### src/rtl/cic_interp_x10.sv
// Complex x10 CIC interpolator (N=3, M=1): low-rate I/Q enters through a valid/ready
// hold register, gain-corrected high-rate I/Q leaves as a strobe on every output tick.
module cic_interp_x10 #(
    parameter int                 IN_W        = 16,
    parameter int                 R           = 10,
    parameter int                 CLK_PER_OUT = 2,
    parameter int                 INT_W       = 26,
    parameter int                 SHIFT       = 7,
    parameter logic signed [15:0] GAIN        = 16'sd20972
) (
    input  logic            clk,
    input  logic            rst_n,
    input  logic [IN_W-1:0] s_i_data,
    input  logic [IN_W-1:0] s_q_data,
    input  logic            s_valid,
    output logic            s_ready,
    output logic [IN_W-1:0] m_i_data,
    output logic [IN_W-1:0] m_q_data,
    output logic            m_valid,
    output logic            underrun,
    input  logic            clr_underrun
);
    localparam int PW = INT_W - SHIFT + 16;
    localparam logic signed [PW-1:0] RND    = PW'(2**13);
    localparam logic signed [PW-1:0] SAT_HI = PW'(2**(IN_W-1) - 1);
    localparam logic signed [PW-1:0] SAT_LO = PW'(-(2**(IN_W-1)));
    localparam logic [IN_W-1:0]      OUT_HI = {1'b0, {(IN_W-1){1'b1}}};
    localparam logic [IN_W-1:0]      OUT_LO = {1'b1, {(IN_W-1){1'b0}}};

    logic [3:0]            phase_cnt;
    logic [3:0]            slot_cnt;
    logic                  tick;
    logic                  slot_tick;
    logic                  xfer;
    logic                  hold_valid;
    logic [IN_W-1:0]       hold_i;
    logic [IN_W-1:0]       hold_q;
    logic                  inject;
    logic signed [INT_W-1:0] x [2];
    logic signed [INT_W-1:0] c1 [2];
    logic signed [INT_W-1:0] c2 [2];
    logic signed [INT_W-1:0] c3 [2];
    logic signed [INT_W-1:0] d1 [2];
    logic signed [INT_W-1:0] d2 [2];
    logic signed [INT_W-1:0] d3 [2];
    logic signed [INT_W-1:0] comb_out [2];
    logic signed [INT_W-1:0] int1 [2];
    logic signed [INT_W-1:0] int2 [2];
    logic signed [INT_W-1:0] int3 [2];

    function automatic logic signed [INT_W-1:0] sext(input logic [IN_W-1:0] v);
        return {{(INT_W-IN_W){v[IN_W-1]}}, v};
    endfunction

    // Scale, apply Q2.14 gain, round half-up and clip to the output width.
    function automatic logic [IN_W-1:0] gain_sat(input logic signed [INT_W-1:0] acc);
        logic signed [PW-1:0] prod;
        logic signed [PW-1:0] rnd;
        prod = PW'(acc >>> SHIFT) * PW'(GAIN);
        rnd  = (prod + RND) >>> 14;
        if (rnd > SAT_HI)      return OUT_HI;
        else if (rnd < SAT_LO) return OUT_LO;
        else                   return rnd[IN_W-1:0];
    endfunction

    assign tick      = (phase_cnt == 4'(CLK_PER_OUT - 1));
    assign slot_tick = tick && (slot_cnt == 4'd0);
    assign s_ready   = !hold_valid;
    assign xfer      = s_valid && s_ready;

    always_ff @(posedge clk or negedge rst_n) begin
        if (!rst_n) begin
            phase_cnt <= '0;
            slot_cnt  <= '0;
        end else begin
            phase_cnt <= tick ? 4'd0 : phase_cnt + 4'd1;
            if (tick) slot_cnt <= (slot_cnt == 4'(R - 1)) ? 4'd0 : slot_cnt + 4'd1;
        end
    end

    // A load can only coincide with a consume when the register was empty.
    always_ff @(posedge clk or negedge rst_n) begin
        if (!rst_n) begin
            hold_valid <= 1'b0;
            hold_i     <= '0;
            hold_q     <= '0;
            underrun   <= 1'b0;
        end else begin
            if (xfer) begin
                hold_valid <= 1'b1;
                hold_i     <= s_i_data;
                hold_q     <= s_q_data;
            end else if (slot_tick) begin
                hold_valid <= 1'b0;
            end
            if (slot_tick && !hold_valid) underrun <= 1'b1;
            else if (clr_underrun)        underrun <= 1'b0;
        end
    end

    always_comb begin
        x[0] = hold_valid ? sext(hold_i) : '0;
        x[1] = hold_valid ? sext(hold_q) : '0;
        for (int k = 0; k < 2; k++) begin
            c1[k] = x[k] - d1[k];
            c2[k] = c1[k] - d2[k];
            c3[k] = c2[k] - d3[k];
        end
    end

    always_ff @(posedge clk or negedge rst_n) begin
        if (!rst_n) begin
            for (int k = 0; k < 2; k++) begin
                d1[k]       <= '0;
                d2[k]       <= '0;
                d3[k]       <= '0;
                comb_out[k] <= '0;
                int1[k]     <= '0;
                int2[k]     <= '0;
                int3[k]     <= '0;
            end
            inject <= 1'b0;
        end else begin
            if (slot_tick) begin
                for (int k = 0; k < 2; k++) begin
                    d1[k]       <= x[k];
                    d2[k]       <= c1[k];
                    d3[k]       <= c2[k];
                    comb_out[k] <= c3[k];
                end
            end
            if (tick) begin
                for (int k = 0; k < 2; k++) begin
                    int1[k] <= int1[k] + (inject ? comb_out[k] : '0);
                    int2[k] <= int2[k] + int1[k];
                    int3[k] <= int3[k] + int2[k];
                end
            end
            // Comb result is injected on the tick after the slot tick, then zero-stuffed.
            if (slot_tick) inject <= 1'b1;
            else if (tick) inject <= 1'b0;
        end
    end

    always_ff @(posedge clk or negedge rst_n) begin
        if (!rst_n) begin
            m_i_data <= '0;
            m_q_data <= '0;
            m_valid  <= 1'b0;
        end else begin
            m_valid <= tick;
            if (tick) begin
                m_i_data <= gain_sat(int3[0]);
                m_q_data <= gain_sat(int3[1]);
            end
        end
    end
endmodule

### config.mk
export PLATFORM = sky130hd
export DESIGN_NAME = cic_interp_x10
export DESIGN_NICKNAME = d
export VERILOG_FILES = /design/src/rtl/cic_interp_x10.sv
export SDC_FILE = /design/constraint.sdc
export NUM_CORES = 2
export LEC_CHECK = 0
export ABC_AREA = 1
export BUFFER_PORTS_ARGS = -buffer_cell sky130_fd_sc_hd__buf_2
export CELL_PAD_IN_SITES_DETAIL_PLACEMENT = 1
export CELL_PAD_IN_SITES_GLOBAL_PLACEMENT = 2
export CORE_UTILIZATION = 42
export DETAILED_ROUTE_END_ITERATION = 12
export GPL_ROUTABILITY_DRIVEN = 1
export GPL_TIMING_DRIVEN = 0
export PLACE_DENSITY_LB_ADDON = 0.25
export SYNTH_ARGS = -nofsm -noshare
export SYNTH_HDL_FRONTEND = slang
export SYNTH_SLANG_ARGS = --single-unit
### constraint.sdc
create_clock -name clk -period 10.8 [get_ports clk]
set_clock_uncertainty 0.2 [all_clocks]
set_input_delay 0.54 -clock clk [delete_from_list [all_inputs] [get_ports clk]]
set_output_delay 0.54 -clock clk [all_outputs]
set_load 0.03 [all_outputs]
==> impl_metrics.py <==
metrics = {
    "sta": {
        "period_share_pct": 78.6,
        "slew_headroom_pct": 20.9,
        "hold_violations": 0,
        "finalSetupViolCount": 0,
        "finalSetupTns_ns": 0,
        "worst_slew_pin_slew_ns": 1.19,
        "slew_violations": 0,
        "fin_crit_ns": 8.49,
        "fmax_ghz": 0.118,
        "setup_ws_ns": 2.31,
        "rsz0062_at_grt": "false",
    },
    "finish": {
        "fin_area_um2": 47500,
        "antenna_cells": 0,
        "nets": 6765,
        "area_delta_synth_final_pct": 10.1,
        "drive_gt1_share_pct": 4.68,
        "fillers": 12908,
    },
    "global_routing": {
        "grt_util_met1_pct": 28.1,
        "grtUsageMet2_pct": 48.3,
        "grt_max_degree": 120,
        "grt_overflow": 0,
        "grt_pass1_wl_um": 206000,
        "gr-usage-all-layers_pct": 24.6,
        "top_usage_layer": "met2",
        "antenna_found_initial": 3,
        "met3_usage_pct": 2.26,
        "grt_pass1_vias": 40685,
    },
    "drt": {
        "dr.pass1.iters": 5,
        "drcViolationCount": 0,
        "viasPerCell": 5.05,
        "wl_per_cell_um": 16.8,
        "wl_um": 125000,
        "drtIter0Drc": 1049,
        "ant_nets": 0,
        "vias": 37463,
    },
    "logic_synthesis": {
        "synth_fa_ha_area_share_pct": 25.0,
        "synth-async-reset-ratio_pct": 100,
        "synthCells": 5838,
        "synth.distinct_cells": 52,
        "seq_area_frac_synth_pct": 24.3,
        "synth.area.top_cells": "dfrtp_1 (24%), ha_1 (15%), nand2_1 (13%)",
        "synth_top_family_by_area": "adder cells",
        "synth_edf_count": 0,
        "synth-xor-area-share_pct": 5.78,
        "synth_most_common_cell": "nand2_1",
        "synthSimpleGateAreaFrac_pct": 20.5,
        "yosys-top-cells-count": "nand2_1 (1440), inv_1 (1107), ha_1 (504), o21ai_0 (483), dfrtp_1 (420)",
        "synth_nets": 6602,
        "synth_warnings": 0,
        "yosysTopAreaCellShare_pct": 24.3,
        "syn-cell-area_um2": 43200,
        "synth_mux_area_share_pct": 0.835,
        "yosysTopAreaCell": "dfrtp_1",
        "syn_avg_cell_area_um2": 7.39,
        "ys_seq_elements": 420,
        "synth_compound_area_share_pct": 12.9,
        "ys.flop_type": "dfrtp_1",
    },
    "clock_tree": {
        "cts_sinks": 420,
        "cts_buffers": 54,
        "post-cts-setup-buffers": 0,
        "htree_levels": 2,
        "clk_pin_slew_worst_paths_ns": 0.06,
        "cts_tree": "built",
        "clk_path_buf_depth": 3,
        "worstSkewPairLatency_ns": 0.67,
        "root_buffer": "clkbuf_16",
    },
    "placed_design": {
        "dp_hpwl_um": 104000,
        "gp_congestion": 0.881,
        "place_ws_ns": 2.20,
        "portBuffers": 70,
        "placed_area_um2": 45300,
    },
    "die": {
        "die_area_um2": 104000,
        "chipHeight_um": 323,
        "rows": 117,
        "ios": 71,
        "core_area_um2": 102000,
        "die_w_um": 323,
        "start_util_pct": 42.4,
    },
    "worst_setup_path": {
        "critPathTopFamily": "adder cells",
        "critPathKind": "reg2reg",
        "slowest_delay_ns": 1.01,
        "end_kind": "flip-flop",
        "cp.arrival_ns": 8.82,
        "start_kind": "flip-flop",
        "crit_buf_inv": 8,
        "r2r_setup_slack_ns": 2.31,
        "cp_slowest_cell": "clkinv_1",
        "crit_fanout": 21,
        "required_ns": 11.13,
    },
    "worst_hold_path": {
        "hp-class": "in2reg",
    },
    "run": {
        "drv_cap": 0,
    },
    "outcome": {
        "status": "finished clean",
    },
}
==> worst reg2reg max path: cells and delay by family, from the launching register on <==
kind / cells / cell delay [ns]
flip-flops: 1 / 0.72
buffers and inverters: 8 / 2.15
AND/OR/NAND/NOR: 12 / 1.84
AO/OA/AOI/OAI: 2 / 0.27
adder cells (fa/ha/maj): 6 / 3.23
==> flip-flops by register name, summed over array words and instances (netlist names) <==
register    cells
comb_out       52
d1             32
d2             52
d3             52
hold_i         16
hold_q         16
hold_valid      1
inject          1
int1           52
int2           52
int3           52
m_i_data       16
m_q_data       16
m_valid         1
phase_cnt       4
slot_cnt        4
underrun        1
==> cell type report <==
class | instances | area, um^2 | area share (%)
buffer | 100 | 418 | 0.879
inverter | 1113 | 4180 | 8.79
timing repair buffer | 107 | 783 | 1.65
clock buffer | 73 | 1500 | 3.16
tap | 1368 | 1710 | 3.60
sequential | 420 | 10500 | 22.1
multi-input combinational | 4205 | 28100 | 59.1
clock inverter | 29 | 358 | 0.753
==> routing by layer <==
| metal | routed length [um] | up-vias |
|---|---|---|
| li1 | - | 18986 |
| met1 | 53000 | 18022 |
| met2 | 66600 | 309 |
| met3 | 2490 | 146 |
| met4 | 2630 | 0 |
| met5 | 0 | - |
==> placed cells by master (no fill, tap or decap), drive strengths merged, types with 7 or more instances in the layout <==
cell / Yosys / routed
xnor2: 116 / 116
o21a: 9 / 9
or2: 17 / 17
o21ai: 490 / 490
and2: 7 / 7
clkbuf: 90 / 163
inv: 1111 / 1114
nor3: 53 / 53
a21boi: 23 / 23
fa: 224 / 224
nor2: 310 / 310
xor2: 168 / 168
nand2: 1460 / 1460
mux2: 32 / 32
a21o: 19 / 19
dlygate4sd3: 0 / 34
ha: 504 / 504
nand3: 203 / 203
nand4: 55 / 55
nand3b: 10 / 10
o221ai: 19 / 19
a21oi: 361 / 361
buf: 10 / 83
nor4: 13 / 13
a211oi: 10 / 10
a221oi: 12 / 12
clkinv: 2 / 20
nor3b: 8 / 8
dfrtp: 420 / 420
a31oi: 36 / 36
o21bai: 30 / 30
==> cells by family (layout without fill, tap and decap cells) <==
| group | count (synthesis) | after routing |
|---|---|---|
| buffers and inverters | 1213 | 1422 |
| and+or+nand+nor | 2142 | 2142 |
| muxes | 32 | 32 |
| DFF | 420 | 420 |
| xor gates and xnor gates | 284 | 284 |
| adders and majority gates | 728 | 728 |
| AOI/OAI and AO/OA | 1019 | 1019 |
==> stage by stage <==
| stage | utilization [%] | hold WS (ns) | instances |
|---|---|---|---|
| final | 46.6 | 0.202 | 7415 |
| after global routing | 46.6 | 0.223 | 7415 |
| after CTS | 46.6 | 0.125 | 7415 |
| after detailed placement | 44.5 | 0.260 | 7279 |
| after global placement | 44.4 | 0.259 | 7276 |
| after floorplan | - | 0.0444 | 5838 |
==> what timing repair did <==
action | CTS | global route
hold buffers | 34 | 0
hold endpoints to repair | 110 | 0
gates resized for setup | 0 | 0
endpoints found under the setup margin | 0 | 0
==> worst paths after layout <==
check	start	to	depth (start not counted)
worst max-delay path	int3[51]	m_i_data[6]	28
worst min-delay path	s_valid	hold_i[15]	3
worst max register to register	int3[51]	m_i_data[6]	28
worst min register to register	m_q_data[8]	m_q_data[8]	2
max in group asynchronous	rst_n	hold_i[11]	4
min in group asynchronous	rst_n	int3[20]	2
Power is left out: the tool's default activity adds up to more than one toggle a clock period on the data nets, which glitch-free logic cannot reach.
